--- src/rtl/adex_pkg.sv ---
// Shared types and saturating helpers for the AdEx adaptation driver.
package adex_pkg;

  localparam int DATA_W_DEFAULT = 8;

  typedef enum logic {
    INTEGRATE  = 1'b0,
    REFRACTORY = 1'b1
  } state_t;

  // Unsigned add clamped to max_val; the extra carry bit keeps overflow visible.
  function automatic logic [31:0] sat_add(input logic [31:0] a,
                                          input logic [31:0] b,
                                          input logic [31:0] max_val);
    logic [32:0] sum;
    sum = {1'b0, a} + {1'b0, b};
    return (sum > {1'b0, max_val}) ? max_val : sum[31:0];
  endfunction

  // Unsigned subtract clamped at zero; the borrow bit selects the zero result.
  function automatic logic [31:0] sat_sub0(input logic [31:0] a,
                                           input logic [31:0] b);
    logic [32:0] diff;
    diff = {1'b0, a} - {1'b0, b};
    return diff[32] ? 32'd0 : diff[31:0];
  endfunction

endpackage

--- src/rtl/adex_w_tracker.sv ---
// Adaptation variable w: saturating jump per spike, geometric decay per tick.
module adex_w_tracker
  import adex_pkg::*;
#(
  parameter int DATA_W       = DATA_W_DEFAULT,
  parameter int W_INC        = 16,
  parameter int DECAY_SHIFT  = 3,
  parameter int DECAY_PERIOD = 8
) (
  input  logic              clk,
  input  logic              rst_n,
  input  logic              spike,
  output logic [DATA_W-1:0] w,
  output logic [DATA_W-1:0] w_next
);

  localparam int          CNT_W = (DECAY_PERIOD > 1) ? $clog2(DECAY_PERIOD) : 1;
  localparam logic [31:0] W_MAX = 32'((64'd1 << DATA_W) - 64'd1);

  logic [CNT_W-1:0]  decay_cnt;
  logic              tick;
  logic [DATA_W-1:0] step;

  // Next w: spike increment wins over a coincident decay tick.
  always_comb begin
    tick = (decay_cnt == CNT_W'(DECAY_PERIOD - 1));
    step = w >> DECAY_SHIFT;
    if (step == '0) begin
      step = DATA_W'(1);
    end
    w_next = w;
    if (spike) begin
      w_next = DATA_W'(sat_add(32'(w), 32'(W_INC), W_MAX));
    end else if (tick && (w != '0)) begin
      w_next = DATA_W'(sat_sub0(32'(w), 32'(step)));
    end
  end

  // Decay counter free-runs and wraps regardless of spikes; w follows w_next.
  always_ff @(posedge clk or negedge rst_n) begin
    if (!rst_n) begin
      decay_cnt <= '0;
      w         <= '0;
    end else begin
      decay_cnt <= tick ? '0 : decay_cnt + CNT_W'(1);
      w         <= w_next;
    end
  end

endmodule

--- src/rtl/adex_adaptation_driver.sv ---
// Drives the neuron input current: stimulus minus adaptation, gated by refractory.
module adex_adaptation_driver
  import adex_pkg::*;
#(
  parameter int DATA_W        = DATA_W_DEFAULT,
  parameter int W_INC         = 16,
  parameter int DECAY_SHIFT   = 3,
  parameter int DECAY_PERIOD  = 8,
  parameter int REFRAC_CYCLES = 4
) (
  input  logic              clk,
  input  logic              rst_n,
  input  logic [DATA_W-1:0] stim_in,
  input  logic              stim_valid,
  output logic              stim_ready,
  input  logic              spike_in,
  output logic [DATA_W-1:0] current_out,
  output logic [DATA_W-1:0] w_out,
  output logic              refractory
);

  if (REFRAC_CYCLES < 1 || REFRAC_CYCLES > 255) begin : g_bad_refrac
    $error("REFRAC_CYCLES must be in 1..255");
  end
  if (DECAY_PERIOD < 1 || DECAY_PERIOD > 256) begin : g_bad_period
    $error("DECAY_PERIOD must be in 1..256");
  end

  state_t            state, next_state;
  logic [7:0]        refrac_cnt, refrac_next;
  logic [DATA_W-1:0] stim_reg, stim_next;
  logic [DATA_W-1:0] w, w_next;
  logic [DATA_W-1:0] current_next;

  adex_w_tracker #(
    .DATA_W      (DATA_W),
    .W_INC       (W_INC),
    .DECAY_SHIFT (DECAY_SHIFT),
    .DECAY_PERIOD(DECAY_PERIOD)
  ) u_w_tracker (
    .clk   (clk),
    .rst_n (rst_n),
    .spike (spike_in),
    .w     (w),
    .w_next(w_next)
  );

  assign stim_ready = (state == INTEGRATE);
  assign refractory = (state == REFRACTORY);
  assign w_out      = w;

  // Next-state, refractory countdown, stimulus capture and next current.
  always_comb begin
    next_state  = state;
    refrac_next = refrac_cnt;
    stim_next   = (stim_valid && stim_ready) ? stim_in : stim_reg;
    case (state)
      INTEGRATE: begin
        if (spike_in) begin
          next_state  = REFRACTORY;
          refrac_next = 8'(REFRAC_CYCLES - 1);
        end
      end
      REFRACTORY: begin
        if (refrac_cnt == 8'd0) begin
          next_state = INTEGRATE;
        end else begin
          refrac_next = refrac_cnt - 8'd1;
        end
      end
      default: next_state = INTEGRATE;
    endcase
    current_next = (next_state == REFRACTORY) ? '0
                 : DATA_W'(sat_sub0(32'(stim_next), 32'(w_next)));
  end

  // Control and output registers; outputs reflect next-state values one edge late.
  always_ff @(posedge clk or negedge rst_n) begin
    if (!rst_n) begin
      state       <= INTEGRATE;
      refrac_cnt  <= 8'd0;
      stim_reg    <= '0;
      current_out <= '0;
    end else begin
      state       <= next_state;
      refrac_cnt  <= refrac_next;
      stim_reg    <= stim_next;
      current_out <= current_next;
    end
  end

endmodule
--- config.mk ---
export PLATFORM = sky130hd
export DESIGN_NAME = adex_adaptation_driver
export DESIGN_NICKNAME = d
export VERILOG_FILES = /design/src/rtl/adex_pkg.sv /design/src/rtl/adex_w_tracker.sv /design/src/rtl/adex_adaptation_driver.sv
export SDC_FILE = /design/constraint.sdc
export NUM_CORES = 1
export LEC_CHECK = 0
export ABC_AREA = 1
export CELL_PAD_IN_SITES_DETAIL_PLACEMENT = 0
export CELL_PAD_IN_SITES_GLOBAL_PLACEMENT = 1
export CORE_UTILIZATION = 35
export CTS_CLUSTER_DIAMETER = 50
export CTS_CLUSTER_SIZE = 40
export DETAILED_ROUTE_END_ITERATION = 10
export PLACE_DENSITY_LB_ADDON = 0.1
export SYNTH_ARGS = -nofsm -noshare
export SYNTH_HDL_FRONTEND = slang
export SYNTH_SLANG_ARGS = --single-unit
--- constraint.sdc ---
create_clock -name clk -period 3.6 [get_ports clk]
set_input_delay 0.72 -clock clk [delete_from_list [all_inputs] [get_ports clk]]
set_output_delay 0.72 -clock clk [all_outputs]
set_load 0.02 [all_outputs]
==> flow_summary.toml, run 1 <==
[synth]
ys.flop_type = "sky130_fd_sc_hd__dfrtp_1"
synth_cells = 308
yosysUniqueCellTypes = 35
synthesized_cell_area_um2 = 2540
synth_sequential_area_ratio = 0.355
yosys-top-cells-area = "sky130_fd_sc_hd__dfrtp_1 35%, sky130_fd_sc_hd__ha_1 10%, sky130_fd_sc_hd__nand2_1 7.7%"
ys_async_sr_fraction = 1.00
ys_ff_latch = 36
synth_enable_flop_cells = 0
synthesis.yosys.warnings = 0
post_synth.cell_area_avg_um2 = 8.25
synth_fp_nets = 343
synth_largest_area_cell = "sky130_fd_sc_hd__dfrtp_1"
synth_top_area_frac = 0.355

[final_layout]
nets = 387
n_fill_cell = 748
seqCellArea_um2 = 901
area.growth.synth_to_final_pct = 22.2
drive_above_1_share = 0.181
antennaDiodeCount = 0
multiInputGateArea_um2 = 1470
layout.cells.non_filler = 449

[die]
floorplan.die.width_um = 87.2
floorplan.rows = 30
floorplan.io_pins = 30
die_h_um = 87.2
core_region_area_um2 = 6910
initial_core_util = 0.368
die-area_um2 = 7600

[critical_path]
critPathKind = "reg2reg"
timing.critical_path.arrival_ps = 3500
worst_setup_path_start_kind = "flip-flop"
cp_top_family = "adder cells"
critical_path_peak_fanout = 4
cell_by_cell_trace_of_the_critical_path = "inv_1, nand2_1, o31ai_1, ha_1, fa_1, nor3_2, nor2_4, nand2_2, nand3b_1, a22oi_2, ha_1, inv_1, fa_1, nand3_1, o211ai_1, or2_2, nand3_1, nor2_1"
cpMaxStageDelayCell = "sky130_fd_sc_hd__fa_1"
cp_slowest_stage_delay_ps = 440
crit_buf_inv = 2
end_kind = "flip-flop"
worstPathRequired_ps = 3750

[clock_tree]
cts.repair.resized = 0
clock-root-buffer = "sky130_fd_sc_hd__clkbuf_8"
cts_buffer_depth = 2
later_pin_clock_latency_in_the_skew_report_ps = 290
clk_pin_slew_ps = 70
cts.htree.levels = 2
cts_num_sinks = 36
cts-buffers-inserted = 5
post_cts.repair.setup_buffers = 0
postCtsHoldBufs = 0
cts_tree = "done"

[timing]
maxSlewViolCount = 0
maxSlewHeadroom = 0.446
finalClockSkew_ps = 5.72
max_freq_ghz = 0.298
final_critical_path_required_period_ps = 3350
whs_ps = 424
unrepaired_setup_endpoints_after_global_routing = "no"
final.setup.tns_ps = 0
timing.final.setup_violations = 0
max_slew.worst_pin.slew_ps = 831
min_period_over_period = 0.931
report.final.hold_viol_count = 0

[power_and_ir_drop]
pwr_dens_nw_per_um2 = 1020
leakagePower_nw = 1.47
irDropWorstVdd_uv = 461
total_power_mw = 3.15

[routing]
detail_route.iter0.violations = 86
avgViaCountPerCell = 4.75
ant_nets = 0
drt-total-wl_mm = 6.04
drt_pass1_iterations = 4
via_count = 2133
drc = 0
wire_per_inst_um = 13.5

[placement]
gp_congestion = 0.867
dp_hpwl_mm = 4.75
numPortBuffers = 29
numPlacedInstances = 441

[global_routing]
gr-usage-all-layers = 0.178
number_of_antenna_violations_at_the_first_check_in_global_routing = 0
grt-ovfl-total = 0
grt_max_degree = 37
via_count_of_the_first_global_routing_pass = 2073
grt_pass1_wl_mm = 10.2

[flow_run]
cap_viol_max_count = 0

[status]
run_status = "complete, no violations"

[worst_hold_path]
timing.hold.worst.class = "reg2reg"
-- layout by cell type, fill, tap and decap left out, types with 3 or more instances in the layout --
| master | Yosys | routed |
|---|---|---|
| sky130_fd_sc_hd__a21oi_1 | 10 | 10 |
| sky130_fd_sc_hd__buf_4 | 0 | 9 |
| sky130_fd_sc_hd__clkbuf_8 | 0 | 6 |
| sky130_fd_sc_hd__clkdlybuf4s50_1 | 0 | 28 |
| sky130_fd_sc_hd__dfrtp_1 | 36 | 36 |
| sky130_fd_sc_hd__ha_1 | 21 | 20 |
| sky130_fd_sc_hd__inv_1 | 37 | 37 |
| sky130_fd_sc_hd__inv_2 | 6 | 6 |
| sky130_fd_sc_hd__mux2_2 | 7 | 7 |
| sky130_fd_sc_hd__nand2_1 | 52 | 52 |
| sky130_fd_sc_hd__nand2_2 | 9 | 9 |
| sky130_fd_sc_hd__nand3_1 | 18 | 18 |
| sky130_fd_sc_hd__nand3_2 | 3 | 3 |
| sky130_fd_sc_hd__nand3b_1 | 4 | 4 |
| sky130_fd_sc_hd__nand4_1 | 9 | 9 |
| sky130_fd_sc_hd__nor2_1 | 35 | 35 |
| sky130_fd_sc_hd__nor2_2 | 4 | 4 |
| sky130_fd_sc_hd__nor2_4 | 4 | 4 |
| sky130_fd_sc_hd__nor3_1 | 3 | 3 |
| sky130_fd_sc_hd__o21ai_0 | 9 | 9 |
| sky130_fd_sc_hd__o21ai_1 | 9 | 9 |
| sky130_fd_sc_hd__xor2_1 | 8 | 8 |
-- through the flow --
| stage | util | setup WS [ps] | cell area [um^2] |
|---|---|---|---|
| 2_1_floorplan | - | 113 | 2540 |
| 3_3_place_gp | 0.435 | 228 | 3000 |
| 3_5_place_dp | 0.435 | 172 | 3000 |
| 4_1_cts | 0.448 | 156 | 3100 |
| 5_1_grt | 0.449 | 1.90 | 3100 |
| 6_report | 0.449 | 248 | 3100 |
-- metal layers --
layer,track usage,wire (um)
met1,0.237,2980
met2,0.303,2850
met3,0.0284,157
met4,0.0402,51
met5,0,0
-- report_power, final --
group | internal [mW] | total (mW) | switching, mW
clock network | 0.156 | 0.304 | 0.148
registers | 0.577 | 0.677 | 0.0995
logic | 0.874 | 2.17 | 1.30
-- kinds of logic (layout without fill, tap and decap cells) --
family	count (synthesis)	after routing	synth area share
adder cells (fa/ha/maj)	23	23	0.119
flip-flops	36	36	0.355
buffers and inverters	45	90	0.0699
AND/OR/NAND/NOR	150	150	0.302
XOR/XNOR	8	8	0.0276
multiplexers	7	7	0.0310
AO/OA/AOI/OAI	39	39	0.0956
-- final cells by class --
| cell class | instances | share of cell area |
|---|---|---|
| Tap cell | 96 | 0.0387 |
| Sequential cell | 36 | 0.290 |
| Multi-Input combinational cell | 227 | 0.473 |
| Clock inverter | 1 | 0.00242 |
| Inverter | 44 | 0.0536 |
| Clock buffer | 7 | 0.0278 |
| Timing Repair Buffer | 38 | 0.114 |
-- Yosys cell counts (6+ instances only) --
cell type	n
sky130_fd_sc_hd__o21ai_1	9
sky130_fd_sc_hd__xor2_1	8
sky130_fd_sc_hd__nand3_1	18
sky130_fd_sc_hd__inv_2	6
sky130_fd_sc_hd__nand4_1	9
sky130_fd_sc_hd__a21oi_1	10
sky130_fd_sc_hd__inv_1	37
sky130_fd_sc_hd__o21ai_0	9
sky130_fd_sc_hd__nor2_1	35
sky130_fd_sc_hd__mux2_2	7
sky130_fd_sc_hd__nand2_2	9
sky130_fd_sc_hd__dfrtp_1	36
sky130_fd_sc_hd__ha_1	21
sky130_fd_sc_hd__nand2_1	52
-- path summary, 6_finish.rpt --
| kind | cells after the start | slack, ps | end | start |
|---|---|---|---|---|
| setup / recovery | 18 | 250 | current_out[4]$_DFF_PN0_ | u_w_tracker.w[6]$_DFF_PN0_ |
| hold / removal | 1 | 420 | u_w_tracker.decay_cnt[0]$_DFF_PN0_ | u_w_tracker.decay_cnt[0]$_DFF_PN0_ |
| setup reg to reg | 18 | 250 | current_out[4]$_DFF_PN0_ | u_w_tracker.w[6]$_DFF_PN0_ |
| hold reg to reg | 1 | 420 | u_w_tracker.decay_cnt[0]$_DFF_PN0_ | u_w_tracker.decay_cnt[0]$_DFF_PN0_ |
| max in group asynchronous | 1 | 2550 | u_w_tracker.w[5]$_DFF_PN0_ | rst_n |
| min in group asynchronous | 1 | 520 | u_w_tracker.decay_cnt[2]$_DFF_PN0_ | rst_n |
Power figures use the tool's default switching activity.
==> run 2, diff against run 1 <==
- CTS_BUF_LIST: default -> sky130_fd_sc_hd__clkbuf_8
==> run 2 against run 1 <==
  * Non-clock buffer count is the same
  * Critical endpoint unchanged
  * Fmax shrank 0.23%
  * Critical path depth is the same
==> flow_summary.toml, run 2 (synthesis results as in run 1) <==
[clock_tree]
cts.htree.levels = 2
cts_num_sinks = 36
cts_buffer_depth = 2
clk_pin_slew_ps = 70
post_cts.repair.setup_buffers = 0
cts_tree = "done"
clock-root-buffer = "sky130_fd_sc_hd__clkbuf_8"
later_pin_clock_latency_in_the_skew_report_ps = 290
cts-buffers-inserted = 5

[final_layout]
final_common_cell = "sky130_fd_sc_hd__nand2_1"
area.growth.synth_to_final_pct = 22.2
design_area_um2 = 3100
drive_above_1_share = 0.181
antennaDiodeCount = 0
nets = 387
n_fill_cell = 748
most-common-layout-cells = "52 x sky130_fd_sc_hd__nand2_1, 38 x sky130_fd_sc_hd__inv_1, 36 x sky130_fd_sc_hd__dfrtp_1"

[power_and_ir_drop]
power_frac_comb = 0.690
leakagePower_nw = 1.48
power.share.switching = 0.491
switching_power_mw = 1.55
fraction_of_power_consumed_by_the_clock_network = 0.095
total_power_mw = 3.15
pwr_dens_nw_per_um2 = 1020
irDropWorstVdd_uv = 461
cellInternalPower_mw = 1.60
seqPwrFrac = 0.215

[global_routing]
via_count_of_the_first_global_routing_pass = 2073
gr-usage-all-layers = 0.178
grt_max_degree = 37
grt_pass1_wl_mm = 10.2
grt-ovfl-total = 0
number_of_antenna_violations_at_the_first_check_in_global_routing = 0

[placement]
dp_hpwl_mm = 4.75
place_area_um2 = 3000
gp_congestion = 0.867
numPortBuffers = 29

[die]
floorplan.io_pins = 30
floorplan.die.width_um = 87.2
die_h_um = 87.2
core_region_area_um2 = 6910
initial_core_util = 0.368
die-area_um2 = 7600
floorplan.rows = 30

[routing]
wire_per_inst_um = 13.5
drt-total-wl_mm = 6.04
drt_pass1_iterations = 4
ant_nets = 0
avgViaCountPerCell = 4.75
drc = 0
via_count = 2132
detail_route.iter0.violations = 86

[timing]
maxSlewViolCount = 0
unrepaired_setup_endpoints_after_global_routing = "no"
final.setup.tns_ps = 0
timing.final.setup_violations = 0
maxSlewHeadroom = 0.446
report.final.hold_viol_count = 0
final_critical_path_required_period_ps = 3360
max_slew.worst_pin.slew_ps = 831
finalClockSkew_ps = 5.69
max_freq_ghz = 0.298
whs_ps = 424
min_period_over_period = 0.933

[critical_path]
critPathKind = "reg2reg"
critical_path_peak_fanout = 4
timing.critical_path.arrival_ps = 3510
worst_setup_path_start_kind = "flip-flop"
end_kind = "flip-flop"
worstPathRequired_ps = 3750

[flow_run]
cap_viol_max_count = 0

[worst_hold_path]
timing.hold.worst.class = "reg2reg"

[status]
run_status = "complete, no violations"
run 2: per-stage QoR:
| step | util | setup WS, ps | instances |
|---|---|---|---|
| floorplan | - | 113 | 308 |
| global placement | 0.435 | 228 | 441 |
| detailed placement | 0.435 | 172 | 441 |
| CTS | 0.448 | 156 | 449 |
| global route | 0.449 | 1.90 | 449 |
| finish | 0.449 | 240 | 449 |
run 2: cell type report:
type | count | area (um^2) | area share
well taps | 96 | 120 | 0.0387
multi-input cells | 227 | 1470 | 0.473
clock buffers | 6 | 82.6 | 0.0266
inverters | 44 | 166 | 0.0536
clock inverters | 2 | 11.3 | 0.00363
repair buffers | 38 | 353 | 0.114
flip-flops and latches | 36 | 901 | 0.290
run 2: power groups by stage:
stage	logic (mW)	clock network, mW	registers [mW]
CTS	2.19	0.316	0.678
global route	2.47	0.331	0.696
detailed placement	2.18	0	0.685
finish	2.17	0.301	0.677
global placement	2.19	0	0.682
floorplan	1.42	0	0.815
run 2: critical path: stages (launching register included):
cell	delay (ps)
sky130_fd_sc_hd__dfrtp_1	340
sky130_fd_sc_hd__inv_1	70
sky130_fd_sc_hd__nand2_1	110
sky130_fd_sc_hd__o31ai_1	80
sky130_fd_sc_hd__ha_1	220
sky130_fd_sc_hd__fa_1	440
sky130_fd_sc_hd__nor3_2	270
sky130_fd_sc_hd__nor2_4	80
sky130_fd_sc_hd__nand2_2	90
sky130_fd_sc_hd__nand3b_1	90
sky130_fd_sc_hd__a22oi_2	170
sky130_fd_sc_hd__ha_1	180
sky130_fd_sc_hd__inv_1	50
sky130_fd_sc_hd__fa_1	410
sky130_fd_sc_hd__nand3_1	100
sky130_fd_sc_hd__o211ai_1	120
sky130_fd_sc_hd__or2_2	290
sky130_fd_sc_hd__nand3_1	80
sky130_fd_sc_hd__nor2_1	40
run 2: layer usage:
metal,routed length (um),vias to the layer above,track usage
met3,162,7,0.0284
met2,2860,37,0.303
met4,46,0,0.0402
met5,0,-,0
li1,-,1102,-
met1,2970,986,0.237
run 2: path summary, 6_finish.rpt:
kind	from	to	slack, ps	cells after the start
setup / recovery	u_w_tracker.w[6]$_DFF_PN0_	current_out[4]$_DFF_PN0_	240	18
hold / removal	u_w_tracker.decay_cnt[0]$_DFF_PN0_	u_w_tracker.decay_cnt[0]$_DFF_PN0_	420	1
setup reg to reg	u_w_tracker.w[6]$_DFF_PN0_	current_out[4]$_DFF_PN0_	240	18
hold reg to reg	u_w_tracker.decay_cnt[0]$_DFF_PN0_	u_w_tracker.decay_cnt[0]$_DFF_PN0_	420	1
max in group asynchronous	rst_n	u_w_tracker.w[5]$_DFF_PN0_	2550	1
min in group asynchronous	rst_n	u_w_tracker.decay_cnt[2]$_DFF_PN0_	520	1
run 2: what timing repair did:
item                                    CTS  global route
endpoints found under the setup margin    0             8
hold buffers                              0             0
gates resized for setup                   0             2
